<file path="src/rtl/apb_master_bridge_if.sv">
// Request/response command channels plus the APB4 master-side bus of apb_master_bridge.
// The master modport is the bridge's view; the slave modport is the command source / APB peripheral side.
`timescale 1ns/1ps
interface apb_master_bridge_if #(
  parameter int ADDR_WIDTH = 32,
  parameter int DATA_WIDTH = 32
);
  logic                    cmd_valid;
  logic                    cmd_ready;
  logic                    cmd_write;
  logic [ADDR_WIDTH-1:0]   cmd_addr;
  logic [DATA_WIDTH-1:0]   cmd_wdata;
  logic [DATA_WIDTH/8-1:0] cmd_strb;
  logic [2:0]              cmd_prot;

  logic                    rsp_valid;
  logic                    rsp_ready;
  logic [DATA_WIDTH-1:0]   rsp_rdata;
  logic                    rsp_err;

  logic [ADDR_WIDTH-1:0]   paddr;
  logic [2:0]              pprot;
  logic                    psel;
  logic                    penable;
  logic                    pwrite;
  logic [DATA_WIDTH-1:0]   pwdata;
  logic [DATA_WIDTH/8-1:0] pstrb;
  logic                    pready;
  logic [DATA_WIDTH-1:0]   prdata;
  logic                    pslverr;

  modport master (
    input  cmd_valid, cmd_write, cmd_addr, cmd_wdata, cmd_strb, cmd_prot,
    input  rsp_ready, pready, prdata, pslverr,
    output cmd_ready, rsp_valid, rsp_rdata, rsp_err,
    output paddr, pprot, psel, penable, pwrite, pwdata, pstrb
  );

  modport slave (
    output cmd_valid, cmd_write, cmd_addr, cmd_wdata, cmd_strb, cmd_prot,
    output rsp_ready, pready, prdata, pslverr,
    input  cmd_ready, rsp_valid, rsp_rdata, rsp_err,
    input  paddr, pprot, psel, penable, pwrite, pwdata, pstrb
  );
endinterface

</file>
<file path="src/rtl/apb_master_bridge.sv">
// Single-outstanding command-to-APB4 master bridge (IDLE/SETUP/ACCESS/RESP).
// Optional ACCESS wait-state timeout is built when APB_MASTER_TIMEOUT_EN is defined.
`timescale 1ns/1ps
module apb_master_bridge #(
  parameter int ADDR_WIDTH     = 32,
  parameter int DATA_WIDTH     = 32,
  parameter int TIMEOUT_CYCLES = 16
) (
  input  logic                 pclk,
  input  logic                 presetn,
  apb_master_bridge_if.master  bus
);
  localparam int STRB_WIDTH = DATA_WIDTH / 8;
  localparam int LSB_WIDTH  = $clog2(STRB_WIDTH);

  typedef enum logic [1:0] {S_IDLE, S_SETUP, S_ACCESS, S_RESP} state_t;

  state_t                  state_q, state_d;
  logic [ADDR_WIDTH-1:0]   paddr_q, paddr_d;
  logic [2:0]              pprot_q, pprot_d;
  logic                    pwrite_q, pwrite_d;
  logic [DATA_WIDTH-1:0]   pwdata_q, pwdata_d;
  logic [STRB_WIDTH-1:0]   pstrb_q, pstrb_d;
  logic [DATA_WIDTH-1:0]   rsp_rdata_q, rsp_rdata_d;
  logic                    rsp_err_q, rsp_err_d;
  logic                    cmd_aligned;

  generate
    if (TIMEOUT_CYCLES < 1) begin : g_bad_timeout
      $error("apb_master_bridge: TIMEOUT_CYCLES must be at least 1");
    end
    if (LSB_WIDTH == 0) begin : g_byte_bus
      assign cmd_aligned = 1'b1;
    end else begin : g_wide_bus
      assign cmd_aligned = ~|bus.cmd_addr[LSB_WIDTH-1:0];
    end
  endgenerate

`ifdef APB_MASTER_TIMEOUT_EN
  localparam int CNT_WIDTH = $clog2(TIMEOUT_CYCLES + 1);
  logic [CNT_WIDTH-1:0] wait_cnt_q, wait_cnt_d;
`endif

  always_comb begin
    state_d     = state_q;
    paddr_d     = paddr_q;
    pprot_d     = pprot_q;
    pwrite_d    = pwrite_q;
    pwdata_d    = pwdata_q;
    pstrb_d     = pstrb_q;
    rsp_rdata_d = rsp_rdata_q;
    rsp_err_d   = rsp_err_q;
`ifdef APB_MASTER_TIMEOUT_EN
    wait_cnt_d  = wait_cnt_q;
`endif
    case (state_q)
      S_IDLE: begin
        if (bus.cmd_valid) begin
          paddr_d  = bus.cmd_addr;
          pprot_d  = bus.cmd_prot;
          pwrite_d = bus.cmd_write;
          pwdata_d = bus.cmd_wdata;
          pstrb_d  = bus.cmd_write ? bus.cmd_strb : '0;
          if (cmd_aligned) begin
            state_d = S_SETUP;
          end else begin
            // Misaligned: answer locally, the APB bus never sees it.
            state_d     = S_RESP;
            rsp_err_d   = 1'b1;
            rsp_rdata_d = '0;
          end
        end
      end
      S_SETUP: begin
        state_d = S_ACCESS;
`ifdef APB_MASTER_TIMEOUT_EN
        wait_cnt_d = '0;
`endif
      end
      S_ACCESS: begin
        if (bus.pready) begin
          state_d     = S_RESP;
          rsp_err_d   = bus.pslverr;
          rsp_rdata_d = (!pwrite_q && !bus.pslverr) ? bus.prdata : '0;
        end else begin
`ifdef APB_MASTER_TIMEOUT_EN
          // This low cycle is the TIMEOUT_CYCLES-th one: give up on the slave.
          if (wait_cnt_q == CNT_WIDTH'(TIMEOUT_CYCLES - 1)) begin
            state_d     = S_RESP;
            rsp_err_d   = 1'b1;
            rsp_rdata_d = '0;
          end else begin
            wait_cnt_d = wait_cnt_q + 1'b1;
          end
`endif
        end
      end
      S_RESP: begin
        if (bus.rsp_ready) begin
          state_d = S_IDLE;
        end
      end
      default: state_d = S_IDLE;
    endcase
  end

  always_ff @(posedge pclk or negedge presetn) begin
    if (!presetn) begin
      state_q     <= S_IDLE;
      paddr_q     <= '0;
      pprot_q     <= '0;
      pwrite_q    <= 1'b0;
      pwdata_q    <= '0;
      pstrb_q     <= '0;
      rsp_rdata_q <= '0;
      rsp_err_q   <= 1'b0;
`ifdef APB_MASTER_TIMEOUT_EN
      wait_cnt_q  <= '0;
`endif
    end else begin
      state_q     <= state_d;
      paddr_q     <= paddr_d;
      pprot_q     <= pprot_d;
      pwrite_q    <= pwrite_d;
      pwdata_q    <= pwdata_d;
      pstrb_q     <= pstrb_d;
      rsp_rdata_q <= rsp_rdata_d;
      rsp_err_q   <= rsp_err_d;
`ifdef APB_MASTER_TIMEOUT_EN
      wait_cnt_q  <= wait_cnt_d;
`endif
    end
  end

  // psel/penable decode straight from the state register so reset drops them asynchronously.
  assign bus.psel      = (state_q == S_SETUP) || (state_q == S_ACCESS);
  assign bus.penable   = (state_q == S_ACCESS);
  assign bus.cmd_ready = (state_q == S_IDLE);
  assign bus.rsp_valid = (state_q == S_RESP);
  assign bus.paddr     = paddr_q;
  assign bus.pprot     = pprot_q;
  assign bus.pwrite    = pwrite_q;
  assign bus.pwdata    = pwdata_q;
  assign bus.pstrb     = pstrb_q;
  assign bus.rsp_rdata = rsp_rdata_q;
  assign bus.rsp_err   = rsp_err_q;
endmodule

</file>
<file path="src/flat_wrapper.sv">
// flat-port wrapper written by rule: the top's interface ports become plain ports
module apb_master_bridge_flat 
#(
  parameter int ADDR_WIDTH     = 32,
  parameter int DATA_WIDTH     = 32,
  parameter int TIMEOUT_CYCLES = 16
)
  (pclk, presetn, bus_cmd_valid, bus_cmd_write, bus_cmd_addr, bus_cmd_wdata, bus_cmd_strb, bus_cmd_prot, bus_rsp_ready, bus_pready, bus_prdata, bus_pslverr, bus_cmd_ready, bus_rsp_valid, bus_rsp_rdata, bus_rsp_err, bus_paddr, bus_pprot, bus_psel, bus_penable, bus_pwrite, bus_pwdata, bus_pstrb);
  apb_master_bridge_if #(.ADDR_WIDTH(ADDR_WIDTH), .DATA_WIDTH(DATA_WIDTH)) bus_i ();
  input  logic pclk;
  input  logic presetn;
  input wire logic [$bits(bus_i.cmd_valid)-1:0] bus_cmd_valid;
  input wire logic [$bits(bus_i.cmd_write)-1:0] bus_cmd_write;
  input wire logic [$bits(bus_i.cmd_addr)-1:0] bus_cmd_addr;
  input wire logic [$bits(bus_i.cmd_wdata)-1:0] bus_cmd_wdata;
  input wire logic [$bits(bus_i.cmd_strb)-1:0] bus_cmd_strb;
  input wire logic [$bits(bus_i.cmd_prot)-1:0] bus_cmd_prot;
  input wire logic [$bits(bus_i.rsp_ready)-1:0] bus_rsp_ready;
  input wire logic [$bits(bus_i.pready)-1:0] bus_pready;
  input wire logic [$bits(bus_i.prdata)-1:0] bus_prdata;
  input wire logic [$bits(bus_i.pslverr)-1:0] bus_pslverr;
  output wire logic [$bits(bus_i.cmd_ready)-1:0] bus_cmd_ready;
  output wire logic [$bits(bus_i.rsp_valid)-1:0] bus_rsp_valid;
  output wire logic [$bits(bus_i.rsp_rdata)-1:0] bus_rsp_rdata;
  output wire logic [$bits(bus_i.rsp_err)-1:0] bus_rsp_err;
  output wire logic [$bits(bus_i.paddr)-1:0] bus_paddr;
  output wire logic [$bits(bus_i.pprot)-1:0] bus_pprot;
  output wire logic [$bits(bus_i.psel)-1:0] bus_psel;
  output wire logic [$bits(bus_i.penable)-1:0] bus_penable;
  output wire logic [$bits(bus_i.pwrite)-1:0] bus_pwrite;
  output wire logic [$bits(bus_i.pwdata)-1:0] bus_pwdata;
  output wire logic [$bits(bus_i.pstrb)-1:0] bus_pstrb;
  assign bus_i.cmd_valid = bus_cmd_valid;
  assign bus_i.cmd_write = bus_cmd_write;
  assign bus_i.cmd_addr = bus_cmd_addr;
  assign bus_i.cmd_wdata = bus_cmd_wdata;
  assign bus_i.cmd_strb = bus_cmd_strb;
  assign bus_i.cmd_prot = bus_cmd_prot;
  assign bus_i.rsp_ready = bus_rsp_ready;
  assign bus_i.pready = bus_pready;
  assign bus_i.prdata = bus_prdata;
  assign bus_i.pslverr = bus_pslverr;
  assign bus_cmd_ready = bus_i.cmd_ready;
  assign bus_rsp_valid = bus_i.rsp_valid;
  assign bus_rsp_rdata = bus_i.rsp_rdata;
  assign bus_rsp_err = bus_i.rsp_err;
  assign bus_paddr = bus_i.paddr;
  assign bus_pprot = bus_i.pprot;
  assign bus_psel = bus_i.psel;
  assign bus_penable = bus_i.penable;
  assign bus_pwrite = bus_i.pwrite;
  assign bus_pwdata = bus_i.pwdata;
  assign bus_pstrb = bus_i.pstrb;
  apb_master_bridge #(.ADDR_WIDTH(ADDR_WIDTH), .DATA_WIDTH(DATA_WIDTH), .TIMEOUT_CYCLES(TIMEOUT_CYCLES)) u_core (.pclk(pclk), .presetn(presetn), .bus(bus_i));
endmodule
</file>
<file path="config.mk">
export PLATFORM = sky130hd
export DESIGN_NAME = apb_master_bridge_flat
export DESIGN_NICKNAME = d
export VERILOG_FILES = /design/src/rtl/apb_master_bridge_if.sv /design/src/rtl/apb_master_bridge.sv /design/src/flat_wrapper.sv
export SDC_FILE = /design/constraint.sdc
export NUM_CORES = 1
export LEC_CHECK = 0
export ABC_AREA = 1
export CORE_UTILIZATION = 42
export CTS_BUF_LIST = sky130_fd_sc_hd__clkbuf_16
export CTS_CLUSTER_SIZE = 20
export DETAILED_ROUTE_END_ITERATION = 16
export PLACE_DENSITY = 0.81
export SYNTH_ARGS = -nofsm -noshare
export SYNTH_HDL_FRONTEND = slang
export SYNTH_SLANG_ARGS = --single-unit
export TNS_END_PERCENT = 1
</file>
<file path="constraint.sdc">
create_clock -name pclk -period 1.7 [get_ports pclk]
set_clock_uncertainty 0.05 [all_clocks]
set_input_delay 0.17 -clock pclk [delete_from_list [all_inputs] [get_ports pclk]]
set_output_delay 0.17 -clock pclk [all_outputs]
set_load 0.01 [all_outputs]
</file>
==> flow_summary.ini, run 1 <==
[drt]
drc = 0
routed_via_density = 4.79
drt_iter0_markers = 207
routed_wl_um = 13600
dr.pass1.iters = 4
antenna_left = 0
wire_per_inst_um = 14.4
vias = 4531

[cts]
root_buffer = clkbuf_16
cts.sink_count = 107
path_clk_slew_ns = 0.07
worst_skew_pair.late_latency_ns = 0.34
h-tree-depth = 3
clk_path_buf_depth = 2
cts_tree = built
cts_made_buffers = 9

[global_route]
grt_antenna_before_repair = 0
grt.overflow.total = 0
first_global_vias = 4575
grt_pass1_wl_um = 21500
grt_max_degree = 52
grt_usage_pct = 23.5

[power_and_ir_drop]
p_leak_nw = 3.71
irDropWorstVdd_uv = 898
switchingPower_mw = 4.80
intPower_mw = 8.07
pwr-share-seq_pct = 33.0
power.density_nw_per_um2 = 1710
p_sw_share_pct = 37.3
combPwrFrac_pct = 50.1
p_clk_share_pct = 16.9

[cells_and_area]
nets = 916
area_growth_pct = 56.8
insertedDiodeCount = 0
stdcell_count = 946
drive_above_1_share_pct = 5.96
utilization_pct = 68.5
stdcell_area_um2 = 7530

[timing]
rsz0062_at_grt = yes
maxSlewViolCount = 0
timing.hold.ws_ns = 0.281
fmax_mhz = 612
setup_viol = 0
finalCriticalPeriod_ns = 1.64
worst_pin_slew_ns = 0.474
slew_headroom_pct = 68.4
finalHoldViolations = 0
setup_tns_ns = 0
finalCritPeriodShare_pct = 96.2

[synthesis]
synth_top_area_share_pct = 55.8
synth_top_area_cell = dfrtp_1
syn-num-nets = 704
seq_area_frac_synth_pct = 55.8
ys_top_cells_by_area = dfrtp_1 (56%), nand2_1 (22%), o21bai_1 (5.2%)
syn_area_um2 = 4800
synthCells = 589
synth_cell_types = 19
synth-warning-count = 0
ys_ff_latch = 107
synth.avg_cell_area_um2 = 8.15

[floorplan]
rows = 38
core_um2 = 11000
die_x_um = 109
dieArea_um2 = 11900
start_util_pct = 43.7
io_pins = 219
die_y_um = 109

[critical_path]
slowest_stage = dfrtp_1
required_ns = 1.48
worstSetupStartpointType = register
worstPathCellList = inv_2 > ha_2 > clkdlybuf4s15_1
worstPathMaxFanout = 5
crit_type = register to primary output
r2r_end = u_core.bus.rsp_rdata[27]
rr_startpoint = u_core.state_q[0]
reg2reg_slack_ns = 0.07
end_kind = primary output
critPathArrivalTime_ns = 1.42
r2r_cells = 8
slowest_delay_ns = 0.42

[placed_design]
dp_cells = 927
hpwl_um = 9750
io_buffer_count = 218
place_congestion = 0.812
placedInstanceArea_um2 = 7170

[outcome]
outcome = complete, no violations

[flow_run]
maxCapViolations = 0

[min_path]
min_path_type = input port to asynchronous set/reset pin
-- worst max path at each step --
stage / from / endpoint / slack [ns] / depth (start not counted)
final: u_core.state_q[0] / bus_cmd_ready / 0.06 / 3
after global placement: u_core.state_q[0] / u_core.bus.rsp_err / 0.10 / 8
after CTS: u_core.state_q[0] / bus_psel / 0.004 / 3
after global routing: u_core.state_q[0] / u_core.bus.rsp_rdata[0] / -0.06 / 8
after detailed placement: u_core.state_q[0] / u_core.bus.rsp_rdata[18] / -0.02 / 8
after floorplan: u_core.state_q[0] / u_core.bus.rsp_rdata[10] / 0.16 / 9
-- registers in the layout, summed over array words and instances, names as in the netlist --
| signal | cells |
|---|---|
| u_core.bus.paddr | 32 |
| u_core.bus.pwdata | 32 |
| u_core.bus.rsp_rdata | 32 |
| u_core.bus.pstrb | 4 |
| u_core.bus.pprot | 3 |
| u_core.state_q | 2 |
| u_core.bus.pwrite | 1 |
| u_core.bus.rsp_err | 1 |
-- logic make-up after synthesis --
family                   after synthesis  share of synthesized area, %
AND/OR/NAND/NOR                      357                          29.2
flip-flops                           107                          55.8
buffers and inverters                 78                          7.54
AO/OA/AOI/OAI                         42                          6.18
adder cells (fa/ha/maj)                5                          1.30
-- power by group through the flow --
stage          registers (mW)  clock network, mW  logic [mW]
3_3_place_gp             4.21                  0        6.23
3_5_place_dp             4.26                  0        6.38
2_1_floorplan            4.69                  0        2.62
5_1_grt                  4.38               2.34        7.08
4_1_cts                  4.24               2.21        6.43
6_report                 4.25               2.18        6.45
-- cells in the final DEF (no fill, tap or decap) --
cell,n
nor2_1,34
ha_2,3
inv_2,4
clkinvlp_4,1
clkbuf_2,1
clkbuf_16,9
ha_1,1
nand2_8,1
clkdlybuf4s50_1,213
clkinv_2,1
ha_4,1
buf_12,8
clkdlybuf4s15_1,1
buf_4,9
nand3_1,34
dfrtp_1,106
o21ai_0,8
dlygate4sd3_1,1
nand2_2,4
dfrtp_2,1
dlygate4sd2_1,2
inv_1,40
bufinv_16,2
clkinv_1,2
o21bai_1,33
nor2_2,1
a21oi_2,1
nand2_1,283
inv_6,1
-- repair_timing --
action	CTS	global route
buffers inserted	1	1
hold buffers	1	0
gates resized for setup	8	8
hold endpoints to repair	31	0
setup endpoints to repair	26	37
-- cell type report --
| class | instances | area (um^2) |
|---|---|---|
| timing repair buffer | 235 | 2400 |
| multi-input combinational | 404 | 1790 |
| clock buffer | 9 | 225 |
| inverter | 44 | 170 |
| tap | 140 | 175 |
| sequential | 107 | 2680 |
| clock inverter | 7 | 83.8 |
| fill | 878 | 3460 |
-- routing by layer --
layer | vias up | global-route usage [%] | wire length, um
met3 | 24 | 5.56 | 975
met2 | 179 | 39.6 | 6820
met4 | 0 | 9.65 | 361
met1 | 2122 | 28.8 | 5420
li1 | 2206 | - | -
met5 | - | 0 | 0
-- through the flow --
stage	setup slack, ns	total power [mW]
after floorplan	0.160	7.31
after global placement	0.104	10.4
after detailed placement	-0.0164	10.6
after CTS	0.00421	12.9
after global routing	-0.0574	13.8
final	0.0648	12.9
-- worst max-delay path: cells and delay by family, from the launching register on --
kind                     cells  cell delay [ns]
adder cells (fa/ha/maj)      1             0.24
flip-flops                   1             0.42
buffers and inverters        2             0.41
-- cells in the mapped netlist, drive strengths merged --
cell,n
a21oi,1
buf,30
clkbuf,4
dfrtp,107
ha,5
inv,44
nand2,288
nand3,34
nor2,35
o21ai,8
o21bai,33
Note: power is estimated with default switching activity, not from simulation.
==> run 2, diff against run 1 <==
--- a/config.mk
+++ b/config.mk
@@ -6,11 +6,11 @@
 export NUM_CORES = 1
 export LEC_CHECK = 0
 export ABC_AREA = 1
-export CORE_UTILIZATION = 42
+export CORE_UTILIZATION = 38
 export CTS_BUF_LIST = sky130_fd_sc_hd__clkbuf_16
 export CTS_CLUSTER_SIZE = 20
 export DETAILED_ROUTE_END_ITERATION = 16
-export PLACE_DENSITY = 0.81
+export PLACE_DENSITY = 0.77
 export SYNTH_ARGS = -nofsm -noshare
 export SYNTH_HDL_FRONTEND = slang
 export SYNTH_SLANG_ARGS = --single-unit
==> constraint.sdc (replaced) <==
create_clock -name pclk -period 1.3 [get_ports pclk]
set_clock_uncertainty 0.05 [all_clocks]
set_input_delay 0.195 -clock pclk [delete_from_list [all_inputs] [get_ports pclk]]
set_output_delay 0.195 -clock pclk [all_outputs]
set_load 0.01 [all_outputs]
==> flow_summary.ini, run 2 (synthesis results as in run 1) <==
[outcome]
outcome = finished with violations
violations = negative setup slack

[global_route]
first_global_vias = 4584
grt.overflow.total = 0
use_met1_pct = 26.0
grt_antenna_before_repair = 0
grt_use_met2_pct = 37.2
grt_max_degree = 55
grt_pass1_wl_um = 22100
grt_usage_pct = 21.7
met3_usage_pct = 5.45
grt_busiest_layer = met2

[timing]
finalCriticalPeriod_ns = 1.46
setup_viol = 102
fmax_mhz = 687
maxSlewViolCount = 0
worst_pin_slew_ns = 0.293
finalHoldViolations = 0
setup_tns_ns = -6.96
timing.hold.ws_ns = 0.200
finalCritPeriodShare_pct = 112
rsz0062_at_grt = yes
worst_slack_ns = -0.155
slew_headroom_pct = 80.5

[placed_design]
hpwl_um = 10100
place_congestion = 0.807
placedInstanceArea_um2 = 7390
io_buffer_count = 218

[critical_path]
slowest_delay_ns = 0.41
path_delay_family = flip-flops
required_ns = 1.05
worstPathMaxFanout = 6
end_kind = primary output
worstPathCellList = buf_6 > ha_4 > buf_2
worstSetupStartpointType = register
slowest_stage = dfrtp_1
rr_startpoint = u_core.state_q[1]
crit_type = register to primary output
startpoint = u_core.state_q[1]
critPathArrivalTime_ns = 1.21
cp_num_buf_inv = 2

[cts]
root_buffer = clkbuf_16
path_clk_slew_ns = 0.07
worst_skew_pair.late_latency_ns = 0.33
clk_path_buf_depth = 2
cts_tree = built
h-tree-depth = 3
cts.sink_count = 107
cts_made_buffers = 9

[floorplan]
dieArea_um2 = 13100
die_y_um = 114
start_util_pct = 39.5
rows = 40
core_um2 = 12200
die_x_um = 114
io_pins = 219

[cells_and_area]
area_growth_pct = 63.2
utilization_pct = 64.4
nets = 929
insertedDiodeCount = 0
final_cell_mix = nand2_1 (282), clkdlybuf4s50_1 (108), dfrtp_1 (107)
stdcell_area_um2 = 7830
drive_above_1_share_pct = 11.7
final_common_cell = nand2_1

[drt]
wire_per_inst_um = 14.0
routed_via_density = 4.59
vias = 4527
routed_wl_um = 13900
antenna_left = 0
drt_iter0_markers = 259
drc = 0
dr.pass1.iters = 4

[min_path]
min_path_type = input port to asynchronous set/reset pin

[flow_run]
maxCapViolations = 0

[power_and_ir_drop]
p_leak_nw = 4.09
irDropWorstVdd_uv = 1190
power.density_nw_per_um2 = 2180
## run 2: per-layer routing
metal  routed length [um]  up-vias  share of wire, %
li1                     -     2234                 -
met1                 5570     2121                40
met2                 7150      150                52
met3                  752       22               5.4
met4                  380        0               2.7
met5                    0        -                 0
## run 2: stage by stage
stage / std cells / total power, mW / setup slack, ns
2_1_floorplan: 589 / 9.90 / -0.103
3_3_place_gp: 965 / 14.3 / -0.260
3_5_place_dp: 965 / 14.6 / -0.310
4_1_cts: 983 / 16.7 / -0.210
5_1_grt: 987 / 18.3 / -0.232
6_report: 987 / 17.1 / -0.155
## run 2: report_power, final
part / switching [mW] / total, mW / leakage [nW] / internal, mW
combinational: 4.66 / 8.63 / 2.55 / 3.98
clock: 1.24 / 2.95 / 0.160 / 1.71
sequential: 0.780 / 5.51 / 1.38 / 4.73
## run 2: worst paths after layout
check | to | slack [ns] | cells past startpoint
max reg2reg | u_core.bus.rsp_rdata[17] | -0.16 | 9
max in group asynchronous | u_core.bus.pwdata[21] | 0.45 | 3
min in group pclk | u_core.bus.pwdata[9] | 0.33 | 3
max | bus_penable | -0.16 | 3
min reg2reg | u_core.bus.paddr[27] | 0.42 | 2
min | u_core.bus.paddr[6] | 0.20 | 2
## run 2: area by class of cell
type	count	area (um^2)
repair buffers	248	2480
inverters	44	173
flip-flops and latches	107	2680
fillers	1045	4330
clock buffers	9	225
multi-input cells	404	1970
well taps	168	210
clock inverters	7	100
## run 2: repair_timing
action | 4_1_cts | 5_1_grt
pin swaps | 7 | 7
endpoints found under the setup margin | 216 | 143
cloned | 0 | 0
buffers inserted | 1 | 4
hold buffers | 1 | 0
resized for setup | 138 | 55
endpoints found under the hold margin | 107 | 0
==> run 3, diff against run 2 <==
--- a/config.mk
+++ b/config.mk
@@ -5,12 +5,12 @@
 export SDC_FILE = /design/constraint.sdc
 export NUM_CORES = 1
 export LEC_CHECK = 0
-export ABC_AREA = 1
-export CORE_UTILIZATION = 38
+export CORE_MARGIN = 2
+export CORE_UTILIZATION = 35
 export CTS_BUF_LIST = sky130_fd_sc_hd__clkbuf_16
 export CTS_CLUSTER_SIZE = 20
 export DETAILED_ROUTE_END_ITERATION = 16
-export PLACE_DENSITY = 0.77
+export PLACE_DENSITY = 0.76
 export SYNTH_ARGS = -nofsm -noshare
 export SYNTH_HDL_FRONTEND = slang
 export SYNTH_SLANG_ARGS = --single-unit
==> constraint.sdc (replaced) <==
create_clock -name pclk -period 1.3 [get_ports pclk]
set_clock_uncertainty 0.05 [all_clocks]
set_input_delay 0.195 -clock pclk [delete_from_list [all_inputs] [get_ports pclk]]
set_output_delay 0.195 -clock pclk [all_outputs]
set_load 0.1 [all_outputs]
==> flow_summary.ini, run 3 <==
[outcome]
outcome = finished with violations
violations = negative setup slack

[cts]
cts_made_buffers = 9
clk_path_buf_depth = 2
cts.sink_count = 107
cts_tree = built
root_buffer = clkbuf_16
postCtsSetupRepairBufs = 0
path_clk_slew_ns = 0.08
h-tree-depth = 3
worst_skew_pair.late_latency_ns = 0.33

[synthesis]
synth_cell_types = 21
synth-warning-count = 0
synth_top_area_share_pct = 65.2
synth_most_common_cell = dfrtp_1
async_reset_ff_share_pct = 100
ys_ff_latch = 107
seq_area_frac_synth_pct = 65.2
syn_area_um2 = 4100
ys_top_cells_by_area = dfrtp_1 (65%), mux2_2 (19%), a22o_2 (7.3%)
syn-num-nets = 372
dominantRegCellSynth = dfrtp_1
synth_common_cells = dfrtp_1 (107), mux2_2 (70), a22o_2 (30)
synth_edf_count = 0
synth.avg_cell_area_um2 = 16.0
synth_top_area_cell = dfrtp_1
synthCells = 257

[timing]
fmax_mhz = 554
slew_headroom_pct = 73.2
finalCritPeriodShare_pct = 139
finalCriticalPeriod_ns = 1.80
setup_viol = 111
worst_pin_slew_ns = 0.400
setup_tns_ns = -38.04
worst_slack_ns = -0.503
rsz0062_at_grt = yes
maxSlewViolCount = 0
finalHoldViolations = 0

[critical_path]
slowest_stage = dfrtp_1
cp_num_buf_inv = 2
worstPathCellList = inv_2 > ha_4 > or3b_4 > a2111oi_4 > buf_6 > a22o_1
slowest_delay_ns = 0.39
crit_type = register to register
worstSetupStartpointType = register
worstPathMaxFanout = 19
required_ns = 1.52
cp.depth = 6
critPathArrivalTime_ns = 2.03
path_delay_family = compound AO/OA/AOI/OAI gates
end_kind = register
r2r_cells = 6

[global_route]
grt_antenna_before_repair = 0
first_global_vias = 3453
grt_max_degree = 45
grt.overflow.total = 0
grt_usage_pct = 18.6
grt_pass1_wl_um = 18700

[floorplan]
core_um2 = 11400
start_util_pct = 35.9
io_pins = 219
rows = 39
die_x_um = 112
dieArea_um2 = 12600
die_y_um = 112

[drt]
routed_via_density = 4.82
routed_wl_um = 11500
drt_iter0_markers = 169
antenna_left = 0
vias = 3117
dr.pass1.iters = 4
drc = 0
wire_per_inst_um = 17.8

[cells_and_area]
final_common_cell = buf_12
multi_input_area_um2 = 1390
area_growth_pct = 98.2
insertedDiodeCount = 0
nets = 614
regArea_um2 = 2680
fill_cells = 745
final_cell_mix = buf_12 (114), clkdlybuf4s50_1 (108), dfrtp_1 (105)
drive_above_1_share_pct = 52.6

[placed_design]
io_buffer_count = 218
place_congestion = 0.742
hpwl_um = 8950

[min_path]
min_path_type = input port to asynchronous set/reset pin

[flow_run]
maxCapViolations = 0
[run 3: logic make-up after synthesis]
kind of cell    synth area share, %
compound gates                 9.45
fa+ha+maj                      1.52
buf+inv                        2.38
flops                          65.2
mux                            19.7
simple gates                   1.71
[run 3: per-layer routing]
metal,part of all wire [%],global-route usage (%),vias to the layer above
met1,38,22.4,1552
met3,7.6,5.40,17
met5,0,0,-
met4,1.6,4.88,0
li1,-,-,1409
met2,53,32.8,139
[run 3: area by class of cell]
| type | instances | share of cell area [%] |
|---|---|---|
| clock buffers | 9 | 2.77 |
| multi-input cells | 132 | 17.1 |
| clock inverters | 7 | 1.15 |
| flip-flops and latches | 107 | 33.0 |
| inverters | 4 | 0.185 |
| well taps | 143 | 2.20 |
| repair buffers | 245 | 43.6 |
[run 3: final timing paths]
| path | from | endpoint | slack (ns) |
|---|---|---|---|
| setup / recovery | u_core.state_q[0] | u_core.bus.rsp_rdata[6] | -0.50 |
| hold / removal | presetn | u_core.bus.rsp_rdata[26] | 0.25 |
| setup reg to reg | u_core.state_q[0] | u_core.bus.rsp_rdata[6] | -0.50 |
| hold reg to reg | u_core.bus.pstrb[2] | u_core.bus.pstrb[2] | 0.50 |
| max in group asynchronous | presetn | u_core.bus.pwrite | 0.40 |
| min in group pclk | bus_cmd_strb[1] | u_core.bus.pstrb[1] | 0.37 |
[run 3: per-stage QoR]
step           worst slack, ns  area (um^2)  hold slack, ns  utilization, %  instances
6_report                -0.503         8130           0.253            71.2        647
5_1_grt                 -0.581         8130           0.278            71.2        647
4_1_cts                 -0.504         8110           0.263            71.0        647
3_5_place_dp            -0.580         7740          0.0684            67.8        630
3_3_place_gp            -0.500         7740          0.0669            67.8        630
2_1_floorplan           -0.719         4120          -0.151               -        257
[run 3: timing repair]
| action | in CTS | in global routing |
|---|---|---|
| cloned | 0 | 0 |
| setup endpoints to repair | 112 | 112 |
| pin swaps | 1 | 1 |
| hold buffers | 1 | 0 |
| resized for setup | 9 | 6 |
| hold endpoints to repair | 19 | 0 |
Power of run 3 is left out: the tool's default activity adds up to more than one toggle a clock period on the data nets, which glitch-free logic cannot reach.
